**src/rtl/wrapper_arbiter_pkg.sv**
```systemverilog
// Shared types for the wrapper arbiter: FSM state encoding and service result codes.
package wrapper_arbiter_pkg;

  // FSM state encoding (2-bit, fixed values so checkers can decode dbg_state_o).
  typedef enum logic [1:0] {
    ST_IDLE  = 2'd0,
    ST_START = 2'd1,
    ST_WAIT  = 2'd2,
    ST_DONE  = 2'd3
  } arb_state_e;

  // Outcome of one service: completed by the wrapper or aborted by the watchdog.
  typedef enum logic {
    RES_OK   = 1'b0,
    RES_FAIL = 1'b1
  } arb_res_e;

endpackage

```
**src/rtl/wrapper_arbiter_rr_priority_pick.sv**
```systemverilog
// Round-robin priority pick: first set request scanning ptr, ptr+1, ... wrapping
// at NREQ-1. Purely combinational.
module rr_priority_pick
  import wrapper_arbiter_pkg::*;
#(
  parameter int NREQ = 4
) (
  input  logic [NREQ-1:0]         req,
  input  logic [$clog2(NREQ)-1:0] ptr,
  output logic                    valid,
  output logic [$clog2(NREQ)-1:0] w
);

  localparam int PW = $clog2(NREQ);
  localparam logic [PW-1:0] LAST_IDX = PW'(NREQ - 1);

  logic [PW-1:0] idx;

  // Walk all NREQ positions starting at ptr; the first asserted request wins.
  always_comb begin
    valid = 1'b0;
    w     = '0;
    idx   = ptr;
    for (int i = 0; i < NREQ; i++) begin
      if (!valid && req[idx]) begin
        valid = 1'b1;
        w     = idx;
      end
      // Explicit wrap so non-power-of-two NREQ never indexes past the last requester.
      idx = (idx == LAST_IDX) ? '0 : idx + PW'(1);
    end
  end

endmodule

```
**src/rtl/wrapper_arbiter.sv**
```systemverilog
// Shares one engine wrapper among NREQ requesters: round-robin grant, operand
// latch, one-cycle start pulse, then waits for done or a watchdog timeout and
// returns ack or err to the winner.
//
// Handshake: req[i] is a level request. The arbiter answers with gnt[i], held
// from START through DONE; the service ends with exactly one single-cycle pulse
// on ack[i] (wrapper done) or err[i] (watchdog). Dropping req[i] while granted
// does not cancel the service. Toward the wrapper, wr_start is a one-cycle
// pulse, wr_din is stable from START through DONE, and wr_done is only
// observed in WAIT (level or pulse both work).
module wrapper_arbiter
  import wrapper_arbiter_pkg::*;
#(
  parameter int NREQ    = 4,
  parameter int DW      = 16,
  parameter int TIMEOUT = 1024
) (
  input  logic                    clk,
  input  logic                    rst,
  input  logic [NREQ-1:0]         req,
  input  logic [NREQ*DW-1:0]      req_data,
  output logic [NREQ-1:0]         gnt,
  output logic [NREQ-1:0]         ack,
  output logic [NREQ-1:0]         err,
  output logic                    wr_start,
  output logic [DW-1:0]           wr_din,
  input  logic                    wr_done,
  output logic                    busy,
  output logic [1:0]              dbg_state_o,
  output logic [$clog2(NREQ)-1:0] dbg_ptr_o
);

  localparam int PW = $clog2(NREQ);
  localparam int CW = $clog2(TIMEOUT);
  localparam logic [PW-1:0] LAST_IDX = PW'(NREQ - 1);
  localparam logic [CW-1:0] LAST_CNT = CW'(TIMEOUT - 1);
  localparam logic [NREQ-1:0] ONE_HOT0 = {{(NREQ-1){1'b0}}, 1'b1};

  arb_state_e    state_q, state_d;
  logic [PW-1:0] ptr_q, ptr_d;
  logic [PW-1:0] w_q, w_d;
  logic [CW-1:0] cnt_q, cnt_d;
  logic [DW-1:0] din_q, din_d;
  arb_res_e      res_q, res_d;

  logic          pick_valid;
  logic [PW-1:0] pick_w;

  rr_priority_pick #(
    .NREQ (NREQ)
  ) u_pick (
    .req   (req),
    .ptr   (ptr_q),
    .valid (pick_valid),
    .w     (pick_w)
  );

  // State and datapath registers; reset wins over any service in flight.
  always_ff @(posedge clk) begin
    if (rst) begin
      state_q <= ST_IDLE;
      ptr_q   <= '0;
      w_q     <= '0;
      cnt_q   <= '0;
      din_q   <= '0;
      res_q   <= RES_OK;
    end else begin
      state_q <= state_d;
      ptr_q   <= ptr_d;
      w_q     <= w_d;
      cnt_q   <= cnt_d;
      din_q   <= din_d;
      res_q   <= res_d;
    end
  end

  // Next-state logic: arbitrate in IDLE, pulse in START, watch done/timeout in WAIT.
  always_comb begin
    state_d = state_q;
    ptr_d   = ptr_q;
    w_d     = w_q;
    cnt_d   = cnt_q;
    din_d   = din_q;
    res_d   = res_q;
    case (state_q)
      ST_IDLE: begin
        // wr_done is deliberately not looked at here: a stale done is dropped.
        if (pick_valid) begin
          w_d     = pick_w;
          din_d   = req_data[pick_w*DW +: DW];
          state_d = ST_START;
        end
      end
      ST_START: begin
        cnt_d   = '0;
        state_d = ST_WAIT;
      end
      ST_WAIT: begin
        // Done is tested first so it wins over a simultaneous timeout.
        if (wr_done) begin
          res_d   = RES_OK;
          state_d = ST_DONE;
        end else if (cnt_q == LAST_CNT) begin
          res_d   = RES_FAIL;
          state_d = ST_DONE;
        end else begin
          cnt_d = cnt_q + CW'(1);
        end
      end
      ST_DONE: begin
        // Next search starts just after the winner, which gives the fairness bound.
        ptr_d   = (w_q == LAST_IDX) ? '0 : w_q + PW'(1);
        state_d = ST_IDLE;
      end
      default: state_d = ST_IDLE;
    endcase
  end

  // Output decode from registered state only; no path from req or wr_done.
  always_comb begin
    gnt         = '0;
    ack         = '0;
    err         = '0;
    wr_start    = 1'b0;
    busy        = (state_q != ST_IDLE);
    wr_din      = din_q;
    dbg_state_o = state_q;
    dbg_ptr_o   = ptr_q;
    if (state_q != ST_IDLE) begin
      gnt = ONE_HOT0 << w_q;
    end
    if (state_q == ST_START) begin
      wr_start = 1'b1;
    end
    if (state_q == ST_DONE) begin
      if (res_q == RES_OK) begin
        ack = ONE_HOT0 << w_q;
      end else begin
        err = ONE_HOT0 << w_q;
      end
    end
  end

endmodule

```
**config.mk**
```make
export PLATFORM = sky130hd
export DESIGN_NAME = wrapper_arbiter
export DESIGN_NICKNAME = d
export VERILOG_FILES = /design/src/rtl/wrapper_arbiter_pkg.sv /design/src/rtl/wrapper_arbiter_rr_priority_pick.sv /design/src/rtl/wrapper_arbiter.sv
export SDC_FILE = /design/constraint.sdc
export NUM_CORES = 1
export LEC_CHECK = 0
export CAP_MARGIN = 15
export CORE_AREA = 4 4 62 121
export DETAILED_ROUTE_END_ITERATION = 12
export DIE_AREA = 0 0 66 125
export HOLD_SLACK_MARGIN = 0.1
export PLACE_DENSITY = 0.81
export SLEW_MARGIN = 10
export SYNTH_ARGS = -nofsm -noshare
export SYNTH_HDL_FRONTEND = slang
export SYNTH_HIERARCHICAL = 1
export SYNTH_SLANG_ARGS = --single-unit
```
**constraint.sdc**
```tcl
create_clock -name clk -period 2.86 [get_ports clk]
set_clock_uncertainty 0.1 [all_clocks]
set_input_delay 0.572 -clock clk [delete_from_list [all_inputs] [get_ports clk]]
set_output_delay 0.572 -clock clk [all_outputs]
set_load 0.1 [all_outputs]
```
Word level (Yosys, flattened, before mapping) --
Cells that the tools add are included.
Storage, ports and cells: input port bits 71, register bits after elaboration 33, logic and storage cells 78
Operators by class: mux-type cells 35, reductions and logical operators 14, equal/unequal tests 12, add/sub/neg operators 5, shift-type cells 2, $lt $le $gt $ge 4
Operators by type and width (number):
- indexed part select 64 x 7 -> 16 bit | 1
- 2-to-1 mux 2 bit | 11
- 2-to-1 mux 10 bit | 2
- 2-to-1 mux 4 bit | 5
- one-hot mux 10 bit (2 select lines) | 1
- equality test 2 bit, second input constant | 6
- < comparator 2 x 3 -> 1 bit, second input constant | 4
- 2-to-1 mux 1 bit | 11
- adder 10 x 1 -> 10 bit, second input constant | 1
- equality test 10 bit, second input constant | 1
- adder 2 x 1 -> 2 bit, second input constant | 4
- binary-select mux 1 bit (select 2 bit) | 4
- one-hot mux 2 bit (4 select lines) | 1
- != test 2 bit, second input constant | 3
- AND reduction 2 bit | 3
- nonzero test 2 bit | 3
- left shift 1 x 2 -> 4 bit, first input constant | 1
- logical AND 1 bit | 3
- zero test 1 bit | 3
- != test 3 bit, second input constant | 1
- AND reduction 3 bit | 1
- equality test 2 x 1 -> 1 bit, second input constant | 1
- zero test 2 bit | 1

Depth between registers and ports, before layout --
Gate-level depths: netlist (run 1).
word-level depth 14, mapped depth 12, depth with buffers taken out 9

By module --
The synthesis (run 1) kept the hierarchy.
Modules (own cells, without submodules):
- wrapper_arbiter | sequential area each 660.6 um^2, cells each 217, times used 1, area each 2029.4 um^2
- rr_priority_pick | sequential area each 0.0 um^2, cells each 67, times used 1, area each 464.2 um^2

Least setup slack after synthesis (run 1) --
Ideal clock, no wire load.
kind register to register, from reg ptr_q[0], in the netlist dbg_ptr_o[0], to reg din_q[6], in the netlist wr_din[6], setup time 132 ps, cell stages (with the launch flop) 12, arrival 3466 ps, buffers on the path 2, data required time 2628 ps, slack -838 ps, cells stage by stage dfxtp_1 > ha_1 > or3_1 > a211oi_2 > a21oi_1 > or4_1 > o21ai_0 > clkbuf_2 > buf_2 > mux4_2 > nand2_1 > a21oi_1
On the way: longest elaborated chain between the ends 13, elaborated cells on any way between the ends 33, those cells by class add/sub: 3; eq/ne: 3; shift: 1; mux: 19; reduce/logical: 7
RTL lines:
- start, declared | line wrapper_arbiter.sv:40 | logic [PW-1:0] ptr_q, ptr_d;
- start signal, assigned | line wrapper_arbiter.sv:69 | ptr_q <= ptr_d;
- parallel branches: the longest is 11 deep, another holds adder 2 x 1 -> 2 bit
- 2-to-1 mux 2 bit (*) | line wrapper_arbiter_rr_priority_pick.sv:25 | if (!valid && req[idx]) begin
- net pick_w[1] | line wrapper_arbiter.sv:47 | logic [PW-1:0] pick_w;
- indexed part select 64 x 7 -> 16 bit (*) | line wrapper_arbiter.sv:90 | din_d = req_data[pick_w*DW +: DW];
- end signal, assigned | line wrapper_arbiter.sv:72 | din_q <= din_d;
- end, declared | line wrapper_arbiter.sv:43 | logic [DW-1:0] din_q, din_d;
Mark *: on every way through the listed nets, which the timed path passes. The select of a mux whose other input is x is not followed. A chain may end at the register's enable or synchronous reset.

Final worst setup path (run 1) --
from reg ptr_q[0], in the netlist dbg_ptr_o[0], to reg din_q[2], in the netlist wr_din[2]
Same word-level chain as after synthesis.

==> key figures, run 1 <==
Final layout
  • Register area: 671 µm²
  • Commonest non-fill, non-tap cell in the layout: clkdlybuf4s50_1
  • Post-layout nets: slightly below 500
  • Area Overhead vs Synth: 68.2%
  • Final instance area: 4200 µm²
  • Diode count: 0
  • Commonest cells after routing, fill and taps aside: clkdlybuf4s50_1 (66), buf_4 (57), nand2_1 (41)
  • Share of layout cells above drive strength 1: 0.329
  • Multi-input gate area: approximately 1800 µm²
  • Fillers: 532

Critical path
  • WS Path Type: reg -> reg
  • CP startpoint: dbg_ptr_o[0]
  • Reg2reg setup slack: 0.04 ns
  • Crit path capture type: flip-flop
  • Slowest-stage cell, CP: mux4_2
  • Arr. time, crit path: 2.88 ns
  • Buf/Inv on CP: 2
  • R2R cell count: 11
  • CP max stage delay: around 0.42 ns
  • CP Max Fanout: 8
  • Levels on crit path: 11
  • Crit path cell chain: ha_4, nor3_1, nor2_1, o21ai_1, a2111oi_2, a221o_2, buf_4, buf_12, mux4_2, nand2_1, a21oi_1
  • R2r startpoint: dbg_ptr_o[0]
  • Worst setup SP type: flip-flop
  • Top delay family on crit path: compound AO/OA/AOI/OAI gates
  • Setup crit end: wr_din[2]
  • Worst reg2reg path endpoint: wr_din[2]
  • Crit path required time: 2.92 ns

GRT
  • Total Routing Usage GR: 0.214
  • Gr ovfl total: 0
  • Number of global-route vias before repair: 2846
  • Largest net degree at the start of global routing: 23
  • Global-route wire length before repair: about 14 mm
  • Initial antenna violation count: 0

Synthesis
  • Post-synthesis register bit count: 33
  • Ranking of synthesized cells by area: dfxtp_1 (26%), mux4_2 (15%), nand2_1 (6.8%), a21oi_1 (5.6%), ha_1 (5.5%)
  • EDFF count, synth: 0
  • Synth unique cells: 56
  • Area of the mapped netlist: 2490 µm²
  • Post-Syn Instances: 284
  • Syn Nets: 366
  • Top FF cell, synth: dfxtp_1
  • Synthesized area per cell: 8.78 µm²
  • Post-synth top area cell: dfxtp_1
  • Sequential share of the synthesized area: 0.265
  • Post-synth ARST share: 0
  • Yosys warns: 6
  • Yosys top cell area share: 0.265

Die
  • Die height: around 130 µm
  • Die area: 8250 µm²
  • Initial Util: 0.380
  • # rows: between 40 and 50
  • Die W: between 60 and 70 µm
  • I/O pin cnt: 105
  • Core footprint: 6570 µm²

Placement
  • GPL Wtd Cong: approximately 0.89
  • Post-DP HPWL: 6.56 mm
  • Post-DP Area: between 3000 and 4000 µm²
  • PortBufs: approximately 100

Detailed routing
  • Vias per cell: about 5.5
  • Drt pass-1 iters: 4
  • Iteration-0 DRC Markers: 161
  • Antenna-violating nets left: 0
  • Via Count: ~2800
  • DRC viols: 0
  • WL final: 9.00 mm
  • WL per Instance: between 15 and 20 µm

Clocking
  • CTS tree: built
  • H-tree levels: 2
  • # clock sinks: 33
  • Cts bufs inserted: 5
  • Clk_lat worst skew: 0.28 ns
  • Worst-case clock buffer depth: 2
  • Hold Buf Count CTS: 0
  • Root Driver: clkbuf_16
  • Reg clk slew, reported paths: around 0.06 ns

Timing
  • Worst-margin pin slew: 0.581 ns
  • Final period util: 0.988
  • Worst hold margin: between 0.3 and 0.4 ns
  • Slew HR: 0.612
  • Setup violators final: 0
  • Peak Freq: 0.354 GHz
  • Min Tclk post-route: 2.82 ns
  • Final count of hold timing violations: 0
  • Fin. max-slew vios: 0
  • Setup TNS: 0 ns

Power and ir drop
  • Final total power: about 4 mW
  • Worst VDD drop: about 390 µV
  • Pwr Density: 973 nW/µm²
  • Pleak: ~1.6 nW

Run status
  • Status: finished clean

Flow run
  • Max Cap Viol: 0

Hold path
  • Hold WC Path Type: reg -> reg
## state kept, by name, indices dropped and copies added, names as in the netlist
name	cells
cnt_q	10
wr_din	16
res_q	1
w_q	2
dbg_state_o	2
dbg_ptr_o	2
## per-layer routing
metal	vias to the layer above	track usage	routed length [µm]
met3	30	0.0251	337
li1	1319	-	-
met1	1331	0.204	2930
met2	94	0.405	5230
met4	0	0.139	502
met5	-	0	0
## synth_stat cells (all sizes together) (2+ instances only)
library cell / instances
a2111oi: 2
a211oi: 2
a21oi: 28
a311oi: 5
a31oi: 2
and2: 6
and3: 5
buf: 12
clkbuf: 9
dfxtp: 33
ha: 11
inv: 11
mux2i: 7
mux4: 17
nand2: 45
nand2b: 7
nand3: 8
nand3b: 2
nor2: 13
nor2b: 5
nor3: 6
nor4: 2
nor4b: 2
nor4bb: 2
o2111ai: 2
o211ai: 2
o21ai: 11
o31ai: 4
o41ai: 2
or3: 3
## report_power, final
group / switching [mW] / internal, mW
logic: 1.77 / 0.961
clock network: 0.204 / 0.462
registers: 0.0956 / 0.586
## per-stage QoR
step	utilization	setup slack (ns)	cells
finish	0.639	0.0350	501
detailed placement	0.563	-0.412	478
floorplan	-	-0.00817	284
global placement	0.563	-0.415	478
global route	0.639	-0.0736	501
CTS	0.621	0.0220	494
## cells by family (layout without fill, tap and decap cells)
family / count (synthesis) / count (layout) / share of synthesized area
buffers and inverters: 32 / 161 / 0.0642
flip-flops: 33 / 33 / 0.265
AND/OR/NAND/NOR: 111 / 111 / 0.235
adder cells (fa/ha/maj): 11 / 11 / 0.0552
multiplexers: 25 / 25 / 0.186
AO/OA/AOI/OAI: 72 / 72 / 0.195
## worst reg2reg max path: cells and delay by family (launching register included)
kind	cells	cell delay, ns
adders and majority gates	1	0.28
AOI/OAI and AO/OA	4	0.66
DFF	1	0.37
muxes	1	0.43
buffers and inverters	2	0.29
and+or+nand+nor	3	0.59
## cell type report
type,count,area share
Multi-Input combinational cell,219,0.427
Tap cell,88,0.0262
Clock inverter,2,0.00835
Sequential cell,33,0.160
Inverter,11,0.00984
Timing Repair Buffer,142,0.333
Clock buffer,6,0.0358
## what timing repair did
action / CTS / global route
gates resized for setup: 23 / 21
gates cloned: 3 / 1
hold endpoints to repair: 0 / 0
pin swaps: 5 / 8
endpoints found under the setup margin: 16 / 16
buffers inserted: 5 / 6
## worst min path at each step
stage                    from        end  slack, ns  depth (start not counted)
CTS                 wr_din[0]  wr_din[0]       0.36                          2
detailed placement  wr_din[0]  wr_din[0]       0.35                          2
finish              wr_din[0]  wr_din[0]       0.36                          2
global route        wr_din[9]  wr_din[9]       0.38                          2
global placement    wr_din[0]  wr_din[0]       0.35                          2
floorplan              w_q[1]     w_q[1]       0.37                          2
(Power assumes the default switching activity.)
==> inputs of run 2 (changes only) <==
Settings changed: ABC_CLOCK_PERIOD_IN_PS from default to 2860.
==> results of run 2 <==
The final DEF is identical to that of run 1; final timing and power are the same.
==> inputs of run 3 (changes only) <==
Settings changed: ABC_CLOCK_PERIOD_IN_PS 2860 to 2900, CORE_AREA 4 4 62 121 to 4 4 65 127, DIE_AREA 0 0 66 125 to 0 0 69 131, PLACE_DENSITY 0.81 to 0.72.
Clock period 2.86 ns to 2.9 ns, I/O delays scaled along.
==> run 3 against run 2 <==
Effect of this change:
- combinational power down 5%
- die area up 9.6%
- non-clock buffer count down 9
- final area down 4.5%
- worst setup slack better by 0.048 ns
- clock power down 23%
- utilization down 8.8 points
- first-iteration DRC count down 33%
==> key figures, run 3 (synthesis gave the netlist of run 1 again) <==
Flow run
  • Max Cap Viol: 0

Detailed routing
  • DRC viols: 0
  • Antenna-violating nets left: 0
  • WL final: 8.54 mm
  • Vias per cell: 5.54
  • Via Count: 2750
  • Iteration-0 DRC Markers: 108
  • Drt pass-1 iters: 4
  • WL per Instance: between 15 and 20 µm

Clocking
  • Worst-case clock buffer depth: 2
  • Cts bufs inserted: 5
  • H-tree levels: 2
  • Root Driver: clkbuf_16
  • CTS tree: built
  • Clk_lat worst skew: 0.28 ns
  • Hold Buf Count CTS: 0
  • # clock sinks: 33
  • Reg clk slew, reported paths: ~0.050 ns

Critical path
  • R2r startpoint: dbg_ptr_o[0]
  • Reg2reg setup slack: 0.09 ns
  • Crit path required time: 2.96 ns
  • Worst reg2reg path endpoint: wr_din[8]
  • Arr. time, crit path: 2.87 ns
  • CP Max Fanout: 8
  • Crit path capture type: flip-flop
  • R2R cell count: 10
  • Worst setup SP type: input port
  • WS Path Type: in -> reg

Die
  • Core footprint: 7270 µm²
  • Die W: 69 µm
  • I/O pin cnt: approximately 110
  • Initial Util: 0.343
  • Die height: 131 µm
  • Die area: 9040 µm²
  • # rows: 44

Power and ir drop
  • Pwr Density: 938 nW/µm²
  • Pleak: 1.52 nW
  • Worst VDD drop: 595 µV

Timing
  • Final count of hold timing violations: 0
  • Fin. max-slew vios: 0
  • Min Tclk post-route: 2.82 ns
  • Setup TNS: 0 ns
  • Peak Freq: around 0.36 GHz
  • Setup violators final: 0
  • Final period util: 0.971
  • Slew HR: 0.630
  • Worst-margin pin slew: 0.553 ns

GRT
  • Gr ovfl total: 0
  • Total Routing Usage GR: 0.175
  • Global-route wire length before repair: 12.8 mm
  • Number of global-route vias before repair: 2773
  • Largest net degree at the start of global routing: 25
  • Initial antenna violation count: 0

Final layout
  • Area Overhead vs Synth: 60.6%
  • Layout Utilization: 0.551
  • Post-layout nets: between 400 and 500
  • Max reg flops: 16
  • Commonest non-fill, non-tap cell in the layout: clkdlybuf4s50_1
  • Commonest cells after routing, fill and taps aside: clkdlybuf4s50_1 (66), buf_4 (55), nand2_1 (45)
  • Share of layout cells above drive strength 1: 0.292
  • Diode count: 0
  • Final instance area: between 4000 and 5000 µm²

Placement
  • Post-DP Area: 3670 µm²
  • GPL Wtd Cong: 0.849
  • Post-DP HPWL: 6.33 mm
  • PortBufs: 104

Run status
  • Status: finished clean

Hold path
  • Hold WC Path Type: reg -> reg
  • Worst hold start: wr_din[12]
  • Hold depth: 2
  • Hold worst-path end: wr_din[12]
==> run 3: worst max path at each step <==
stage            startpoint  cells past startpoint          to
3_3_place_gp         req[0]                      9  wr_din[10]
6_report             req[1]                     11  wr_din[12]
2_1_floorplan  dbg_ptr_o[0]                     10   wr_din[6]
4_1_cts        dbg_ptr_o[0]                     11  wr_din[12]
3_5_place_dp         req[0]                      9   wr_din[9]
5_1_grt        dbg_ptr_o[0]                     11   wr_din[1]
==> run 3: through the flow <==
step,setup slack [ns],cells,hold WS (ns),power (mW)
4_1_cts,0.0507,489,0.357,3.71
3_3_place_gp,-0.336,475,0.345,3.04
5_1_grt,-0.000682,496,0.376,3.93
2_1_floorplan,0.0154,284,0.369,2.46
3_5_place_dp,-0.419,475,0.349,3.08
6_report,0.0832,496,0.356,3.76
==> run 3: where the power goes <==
group          switching, mW  total [mW]  internal (mW)
clock                  0.195       0.510          0.315
sequential            0.0864       0.664          0.577
combinational           1.70        2.59          0.882
==> run 3: timing repair <==
item / in CTS / in global routing
gates cloned: 2 / 1
setup endpoints to repair: 16 / 16
pin swaps: 2 / 2
gates resized for setup: 13 / 13
buffers inserted: 4 / 6
hold endpoints to repair: 0 / 0
==> run 3: layout make-up <==
| cell class | count | area, µm² |
|---|---|---|
| clock inverter | 2 | 10.0 |
| clock buffer | 6 | 129 |
| fill | 678 | 3260 |
| tap | 92 | 115 |
| multi-input combinational | 219 | 1760 |
| inverter | 11 | 41.3 |
| timing repair buffer | 133 | 1280 |
| sequential | 33 | 671 |
==> run 3: routing by layer <==
metal	up-vias	track usage	part of all wire
li1	1302	-	-
met1	1349	0.158	0.34
met2	76	0.361	0.59
met3	23	0.0283	0.035
met4	0	0.0932	0.041
met5	-	0	0
==> run 3: worst max-delay path, cell delays in order <==
cell and delay [ns]:
dlygate4sd2_1 0.26, mux4_2 0.47, buf_4 0.18, o21ai_4 0.16
a2111oi_4 0.08, a221o_1 0.29, buf_4 0.16, buf_16 0.14
mux4_2 0.41, nand2_1 0.08, a21oi_1 0.05
